$ cat src/rtl/spi_cfg_regbank.sv
// SPI-slave configuration register bank clocked by SCLK: command byte, then
// burst writes or read-back of DATA_W-bit registers, with per-register write protection.
module spi_cfg_regbank #(
    parameter int                         NUM_REGS  = 8,
    parameter int                         ADDR_W    = 4,
    parameter int                         DATA_W    = 8,
    parameter logic [NUM_REGS*DATA_W-1:0] RESET_VAL = '0,
    parameter logic [NUM_REGS-1:0]        RO_MASK   = '0
) (
    input  logic                         SCLK,
    input  logic                         rst_n,
    input  logic                         SSEL,
    input  logic                         MOSI,
    output logic                         MISO,
    output logic [NUM_REGS*DATA_W-1:0]   regs,
    output logic                         wr_stb,
    output logic [ADDR_W-1:0]            wr_addr
);

    localparam int SH_W  = (DATA_W > 8) ? DATA_W : 8;
    localparam int CNT_W = ($clog2(DATA_W) > 3) ? $clog2(DATA_W) : 3;

    localparam logic [CNT_W-1:0]  CMD_LAST  = CNT_W'(7);
    localparam logic [CNT_W-1:0]  WORD_LAST = CNT_W'(DATA_W - 1);
    localparam logic [ADDR_W-1:0] PTR_LAST  = ADDR_W'(NUM_REGS - 1);

    typedef enum logic [1:0] {
        S_CMD,
        S_WRITE,
        S_READ
    } state_e;

    state_e              state_q, state_d;
    logic [CNT_W-1:0]    cnt_q,   cnt_d;
    logic [SH_W-2:0]     shift_q, shift_d;
    logic [ADDR_W-1:0]   ptr_q,   ptr_d;
    logic                ai_q,    ai_d;
    logic [DATA_W-1:0]   tx_q,    tx_d;
    logic                miso_q,  miso_d;
    logic                wr_stb_q, wr_stb_d;
    logic [ADDR_W-1:0]   wr_addr_q, wr_addr_d;
    logic [DATA_W-1:0]   regs_q [NUM_REGS];

    logic [SH_W-1:0]     shift_in;
    logic [DATA_W-1:0]   word;
    logic                cnt_last;
    logic [ADDR_W-1:0]   ptr_adv;
    logic [ADDR_W-1:0]   rd_addr;
    logic [DATA_W-1:0]   rd_word;
    logic                ptr_hit;
    logic                ptr_ro;
    logic                wr_word;
    logic                wr_accept;

    // Shared datapath decode used by both the next-state and output logic.
    always_comb begin
        shift_in = {shift_q, MOSI};
        word     = shift_in[DATA_W-1:0];
        cnt_last = (state_q == S_CMD) ? (cnt_q == CMD_LAST) : (cnt_q == WORD_LAST);
        if (!ai_q) begin
            ptr_adv = ptr_q;
        end else if (ptr_q == PTR_LAST) begin
            ptr_adv = '0;
        end else begin
            ptr_adv = ptr_q + 1'b1;
        end
        // The word being started is at the command's address in CMD, else the advanced pointer.
        rd_addr = (state_q == S_CMD) ? shift_in[ADDR_W-1:0] : ptr_adv;
        rd_word = '0;
        ptr_hit = 1'b0;
        ptr_ro  = 1'b0;
        for (int i = 0; i < NUM_REGS; i++) begin
            if (rd_addr == ADDR_W'(i)) begin
                rd_word = regs_q[i];
            end
            if (ptr_q == ADDR_W'(i)) begin
                ptr_hit = 1'b1;
                ptr_ro  = RO_MASK[i];
            end
        end
    end

    // State register.
    always_ff @(posedge SCLK) begin
        if (!rst_n) begin
            state_q <= S_CMD;
        end else begin
            state_q <= state_d;
        end
    end

    // Next-state logic.
    always_comb begin
        state_d = state_q;
        if (SSEL) begin
            state_d = S_CMD;
        end else if (state_q == S_CMD && cnt_last) begin
            state_d = shift_in[7] ? S_READ : S_WRITE;
        end
    end

    // Output and datapath next values.
    always_comb begin
        // NOTE: every signal gets a default here so no path leaves one unassigned and infers a latch.
        cnt_d     = cnt_q;
        shift_d   = shift_q;
        ptr_d     = ptr_q;
        ai_d      = ai_q;
        tx_d      = tx_q;
        miso_d    = 1'b0;
        wr_addr_d = wr_addr_q;
        wr_word   = 1'b0;
        if (SSEL) begin
            cnt_d   = '0;
            shift_d = '0;
            tx_d    = '0;
        end else begin
            cnt_d   = cnt_last ? '0 : cnt_q + 1'b1;
            shift_d = shift_in[SH_W-2:0];
            case (state_q)
                S_CMD: begin
                    if (cnt_last) begin
                        ptr_d = shift_in[ADDR_W-1:0];
                        ai_d  = shift_in[6];
                        if (shift_in[7]) begin
                            miso_d = rd_word[DATA_W-1];
                            tx_d   = rd_word << 1;
                        end
                    end
                end
                S_WRITE: begin
                    if (cnt_last) begin
                        wr_word = 1'b1;
                        ptr_d   = ptr_adv;
                    end
                end
                S_READ: begin
                    if (cnt_last) begin
                        ptr_d  = ptr_adv;
                        miso_d = rd_word[DATA_W-1];
                        tx_d   = rd_word << 1;
                    end else begin
                        miso_d = tx_q[DATA_W-1];
                        tx_d   = tx_q << 1;
                    end
                end
                default: begin
                    cnt_d = '0;
                end
            endcase
        end
        wr_accept = wr_word && ptr_hit && !ptr_ro;
        wr_stb_d  = wr_accept;
        if (wr_accept) begin
            wr_addr_d = ptr_q;
        end
    end

    // NOTE: the register bank itself is reset because consumers rely on RESET_VAL after reset.
    always_ff @(posedge SCLK) begin
        if (!rst_n) begin
            cnt_q     <= '0;
            shift_q   <= '0;
            ptr_q     <= '0;
            ai_q      <= 1'b0;
            tx_q      <= '0;
            miso_q    <= 1'b0;
            wr_stb_q  <= 1'b0;
            wr_addr_q <= '0;
            for (int i = 0; i < NUM_REGS; i++) begin
                regs_q[i] <= RESET_VAL[i*DATA_W +: DATA_W];
            end
        end else begin
            cnt_q     <= cnt_d;
            shift_q   <= shift_d;
            ptr_q     <= ptr_d;
            ai_q      <= ai_d;
            tx_q      <= tx_d;
            miso_q    <= miso_d;
            wr_stb_q  <= wr_stb_d;
            wr_addr_q <= wr_addr_d;
            for (int i = 0; i < NUM_REGS; i++) begin
                if (wr_accept && ptr_q == ADDR_W'(i)) begin
                    regs_q[i] <= word;
                end
            end
        end
    end

    for (genvar g = 0; g < NUM_REGS; g++) begin : g_flat
        assign regs[g*DATA_W +: DATA_W] = regs_q[g];
    end

    assign MISO    = miso_q;
    assign wr_stb  = wr_stb_q;
    assign wr_addr = wr_addr_q;

endmodule

$ cat config.mk
export PLATFORM = sky130hd
export DESIGN_NAME = spi_cfg_regbank
export DESIGN_NICKNAME = d
export VERILOG_FILES = /design/src/rtl/spi_cfg_regbank.sv
export SDC_FILE = /design/constraint.sdc
export NUM_CORES = 1
export LEC_CHECK = 0
export BUFFER_PORTS_ARGS = -buffer_cell sky130_fd_sc_hd__buf_4
export CORE_ASPECT_RATIO = 2
export CORE_MARGIN = 2
export CORE_UTILIZATION = 56
export DETAILED_ROUTE_END_ITERATION = 16
export PLACE_DENSITY = 0.75
export SLEW_MARGIN = 20
export SYNTH_ARGS = -nofsm -noshare
export SYNTH_HDL_FRONTEND = slang
export SYNTH_SLANG_ARGS = --single-unit
export TNS_END_PERCENT = 10
$ cat constraint.sdc
create_clock -name SCLK -period 3.35 [get_ports SCLK]
set_clock_uncertainty 0.05 [all_clocks]
set_input_delay 0.5025 -clock SCLK [delete_from_list [all_inputs] [get_ports SCLK]]
set_output_delay 0.5025 -clock SCLK [all_outputs]
set_load 0.01 [all_outputs]
Word level (Yosys, flattened, before mapping) --
Memory sizes are Yosys's and may differ from the RTL's. Index checks and enable logic that the tools add are counted.
Cells by class: add/sub/neg operators 2, reductions and logical operators 22, equal/unequal tests 20, mux-type cells 67, bitwise gates (word level) 11
Operator list (count):
- two-way mux 8 bit | 19
- two-way mux 1 bit | 39
- equality test 4 x 3 -> 1 bit, second input constant | 8
- two-way mux 4 bit | 5
- equality test 4 x 2 -> 1 bit, second input constant | 4
- one-hot mux 8 bit (2 select lines) | 1
- logical AND 1 bit | 10
- equality test 4 x 1 -> 1 bit, second input constant | 2
- logical NOT 4 bit | 2
- bitwise OR 1 bit | 8
- one-hot mux 4 bit (2 select lines) | 1
- AND reduction 3 bit | 2
- adder 4 x 1 -> 4 bit, second input constant | 1
- inequality test 2 bit, second input constant | 2
- AND reduction 4 bit | 1
- nonzero test 2 bit | 2
- OR reduction 2 bit | 2
- OR reduction 4 bit | 1
- adder 3 x 1 -> 3 bit, second input constant | 1
- equality test 3 bit, second input constant | 1
- NOT 1 bit | 3
- OR reduction 3 bit | 1
- equality test 2 x 1 -> 1 bit, second input constant | 1
- equality test 2 bit, second input constant | 1
- 4 further kinds | 4
Storage, ports and cells: bits in writable memories 64, input port bits 4, output and inout bits 70, memories 1, bits in registers 31, word-level logic and storage cells 132
Memory list:
- regs_q | words 8, width 8, read ports 8, clocked after memory_dff 0, write ports 8, line 42 | logic [DATA_W-1:0] regs_q [NUM_REGS];

Logic depth before layout (Yosys ltp) --
depth in word-level cells 16, gate-level depth with buffers 11, mapped depth without buffers 8

Worst setup path after synthesis --
Ideal clock, no wire load.
kind reg2reg, from register ptr_q[0], to register tx_q[2], library setup time 0.101 ns, clock period less this slack 2.299 ns, data required time 3.199 ns, setup slack 1.051 ns, arrival time 2.148 ns, path buffers 1, cell stages (with the launch flop) 9, cell sequence dfxtp_1 -> inv_1 -> ha_1 -> mux2_4 -> o21a_1 -> buf_6 -> o31ai_4 -> a221oi_1 -> o41ai_1
On the way: longest elaborated chain between the ends 16, elaborated cells on any way between the ends 25, those cells by class add/sub (1); eq/ne (8); mux (15); reduce/logical (1)
Ends and longest elaborated chain:
- from (decl) | line 36 | logic [ADDR_W-1:0] ptr_q, ptr_d;
- from (signal assigned) | line 176 | ptr_q <= ptr_d;
- adder 4 x 1 -> 4 bit / equality test 4 x 3 -> 1 bit (equally long branches) | line 65, 62
- two-way mux 4 bit | line 62 | end else if (ptr_q == PTR_LAST) begin
- two-way mux 4 bit (*) | line 60 | if (!ai_q) begin
- two-way mux 4 bit (*) | line 68 | rd_addr = (state_q == S_CMD) ? shift_in[ADDR_W-1:0] : ptr_adv;
- logical NOT 4 bit | line 73 | if (rd_addr == ADDR_W'(i)) begin
- two-way mux 8 bit (7 in a row) | line 73
- two-way mux 8 bit (*) | line 73
- two-way mux 8 bit | line 125 | if (shift_in[7]) begin
- two-way mux 8 bit | line 122 | if (cnt_last) begin
- one-hot mux 8 bit (2 select lines) (*) | line 120 | case (state_q)
- to (signal assigned) | line 178 | tx_q <= tx_d;
- to (decl) | line 38 | logic [DATA_W-1:0] tx_q, tx_d;
Mark *: on every way between the ends. The rest lies on a longest branch, timed or not. The select of a mux whose other input is x is not followed. A chain may end at the register's enable or synchronous reset.

Final worst setup path --
from register state_q[0], to register tx_q[5]
On the way: longest elaborated chain between the ends 14, elaborated cells on any way between the ends 27, those cells by class eq/ne (10); mux (13); reduce/logical (4)
Ends and longest elaborated chain:
- from (decl) | line 33 | state_e state_q, state_d;
- from (signal assigned) | line 88 | state_q <= state_d;
- logical NOT 2 bit | line 59, 68, 120
- two-way mux 4 bit | line 68
- logical NOT 4 bit | line 73
- two-way mux 8 bit (8 in a row) | line 73
- two-way mux 8 bit | line 125
- two-way mux 8 bit | line 122
- one-hot mux 8 bit (2 select lines) | line 120
Parallel ways exist; a longest one is shown, timed or not. The select of a mux whose other input is x is not followed.

==> impl_metrics.tcl <==
set metrics [dict create \
    outcome "complete, no violations" \
    slew_headroom_pct 45.6 \
    ys.flop_type "edfxtp_1" \
    fin_util_pct 68.2 \
    pre_cts_ws_ns 0.465 \
    htreeDepth 3 \
    nFillCells 620 \
    tns_ns 0 \
    routed_wirelength_um 12400 \
    wl_per_cell_um 21.0 \
    power.leakage_nw 2.08 \
    crit_chain "inv_1 -> ha_1 -> nor3b_1 -> a221o_2 -> o31ai_4 -> a221oi_1 -> o41ai_1" \
    routabilityCongestion 0.943 \
    clk_latency_ns 0.35 \
    route.vias.total 3705 \
    drc_errors 0 \
    drt_iter0_drc 501 \
    seq_area_frac_synth_pct 56.5 \
    yosysTopAreaCellShare_pct 43.0 \
    busiest_layer "met2" \
    drive_above_1_share_pct 23.3 \
    viasPerCell 6.28 \
    crit_start "state_q[0]$_SDFFE_PP0P_" \
    grt_pass1_vias 3382 \
    p_per_area_nw_per_um2 484 \
    syn2layout_area_growth_pct 19.6 \
    grt_usage_pct 29.6 \
    max_freq_mhz 332 \
    clk_pin_slew_worst_paths_ns 0.07 \
    start_kind "flop" \
    die_w_um 67.1 \
    syn_avg_cell_area_um2 10.6 \
    grt_pass1_wl_um 18300 \
    numCtsBuffers 9 \
    min_from "SSEL" \
    maxSlewViolCount 0 \
    hold_viol_final 0 \
    cts_tree "built" \
    antenna_cells 0 \
    syn_inst 420 \
    clock-sinks 94 \
    cts-root-buf "clkbuf_16" \
    io_pins 74 \
    grt_max_degree 39 \
    maxCapViolations 0 \
    core_area_um2 7830 \
    start_util_pct 57.0 \
    required_ns 3.52 \
    fin_crit_sh_pct 89.8 \
    antenna_found_initial 0 \
    peakVddDrop_uv 362 \
    async_flop_share_pct 0 \
    path_buf_inv 1 \
    synth.largest_area_cell "edfxtp_1" \
    cp_top_family "compound AO/OA/AOI/OAI gates" \
    tightest_slew_ns 0.815 \
    worst_slack_ns 0.342 \
    hp-class "input port to flop" \
    hpwl_um 8850 \
    synth_edf_count 64 \
    arrival_ns 3.18 \
    nets 503 \
    crit_fanout 20 \
    die_area_um2 8750 \
    rsz0062_at_grt "false" \
    setup_viol 0 \
    slowest_delay_ns 0.59 \
    grtUsageMet3_pct 6.12 \
    cts_hold_buf 0 \
    period_minus_slack_ns 3.01 \
    met1_usage_pct 36.4 \
    gr-total-overflow 0 \
    synthDistinctLibCells 53 \
    whs_ns 0.357 \
    ys_ff_latch 94 \
    postCtsResizedCells 0 \
    cts_buffer_depth 2 \
    row_count 46 \
    critPathCaptureType "flop" \
    crit_slowest_cell "ha_1" \
    yosys_warnings 0 \
    postCtsSetupRepairBufs 0 \
    ant_nets 0 \
    globalRouteMet2Util_pct 46.7 \
    synth_area_um2 4470 \
    synth.area.top_cells "edfxtp_1, dfxtp_1, nand2_1" \
    port_buffers 73 \
    crit_type "flop to flop" \
    crit-reg2reg-launch "state_q[0]$_SDFFE_PP0P_" \
    dieHeight_um 130 \
    drt_pass1_iterations 6 \
    synth_nets 434 \
]
-- synthesized netlist by cell type (5+ instances only) --
| master | instances |
|---|---|
| buf_6 | 7 |
| o41ai_1 | 7 |
| nand2b_1 | 6 |
| clkbuf_1 | 5 |
| a31oi_1 | 7 |
| nand2_1 | 78 |
| and2_1 | 5 |
| edfxtp_1 | 64 |
| nand3_1 | 8 |
| nor2_1 | 70 |
| clkbuf_8 | 5 |
| inv_1 | 17 |
| dfxtp_1 | 30 |
| ha_1 | 10 |
| a221oi_1 | 13 |
| o21ai_0 | 10 |
| a21oi_1 | 12 |
| mux2i_1 | 5 |
| a32oi_1 | 7 |
-- through the flow --
step / instances / total power (W) / instance area (µm²)
global placement: 574 / 0.00148 / 5010
global route: 590 / 0.00264 / 5340
finish: 590 / 0.00258 / 5340
CTS: 590 / 0.00258 / 5340
detailed placement: 574 / 0.00148 / 5010
floorplan: 420 / 0.00141 / 4470
-- logic make-up (layout without fill, tap and decap cells) --
family / after synthesis / after routing / synth area share, %
and+or+nand+nor: 192 / 192 / 18.8
AOI/OAI and AO/OA: 77 / 77 / 13.5
muxes: 9 / 9 / 2.72
buffers and inverters: 38 / 112 / 5.72
adders and majority gates: 10 / 10 / 2.80
DFF: 94 / 94 / 56.5
-- power breakdown --
group          internal, W  switching (W)
combinational    0.0000681      0.0000986
clock             0.000663       0.000457
sequential         0.00127      0.0000268
total              0.00200       0.000583
-- placed cells by master (no fill, tap or decap), drive strengths merged, types with 2 or more instances in the layout --
cell type   n
a211oi      3
a21boi      3
a21oi      12
a221o       2
a221oi     14
a31oi       8
a32oi       7
and2        5
buf        79
bufinv      2
clkbuf      9
dfxtp      30
edfxtp     64
ha         10
inv        20
mux2        2
mux2i       5
mux4        2
nand2      78
nand2b      6
nand3       8
nand3b      2
nor2       70
nor2b       4
nor3        4
nor3b       4
nor4        3
o21ai      11
o221a       2
o22ai       2
o41ai       7
or2         2
or2b        2
-- cell type report --
| type | instances | area, µm² | share of cell area, % |
|---|---|---|---|
| clock buffers | 9 | 225 | 4.22 |
| clock inverters | 7 | 103 | 1.92 |
| repair buffers | 79 | 606 | 11.3 |
| flip-flops and latches | 94 | 2520 | 47.2 |
| inverters | 17 | 63.8 | 1.20 |
| well taps | 96 | 120 | 2.25 |
| multi-input cells | 288 | 1700 | 31.8 |
-- flip-flops by register name (all words and copies together), names as in the netlist --
register,cells
cnt_q,3
MISO,1
tx_q,7
wr_addr,4
ai_q,1
regs_q,64
shift_q,7
wr_stb,1
state_q,2
ptr_q,4
-- layer usage --
layer / share of wire [%] / up-vias / wire (µm)
li1: - / 1650 / -
met1: 36 / 1770 / 4460
met2: 50 / 235 / 6220
met3: 8.5 / 50 / 1060
met4: 5.3 / 0 / 658
met5: 0 / - / 0
-- final timing paths --
check,cells past startpoint,slack [ns],end
worst max-delay path,7,0.34,tx_q[5]$_SDFFE_PP0P_
worst min-delay path,2,0.36,shift_q[3]$_SDFF_PP0_
worst max register to register,7,0.34,tx_q[5]$_SDFFE_PP0P_
worst min register to register,2,0.38,wr_addr[3]$_SDFFE_PN0P_
Note: power is estimated with default switching activity, not from simulation.
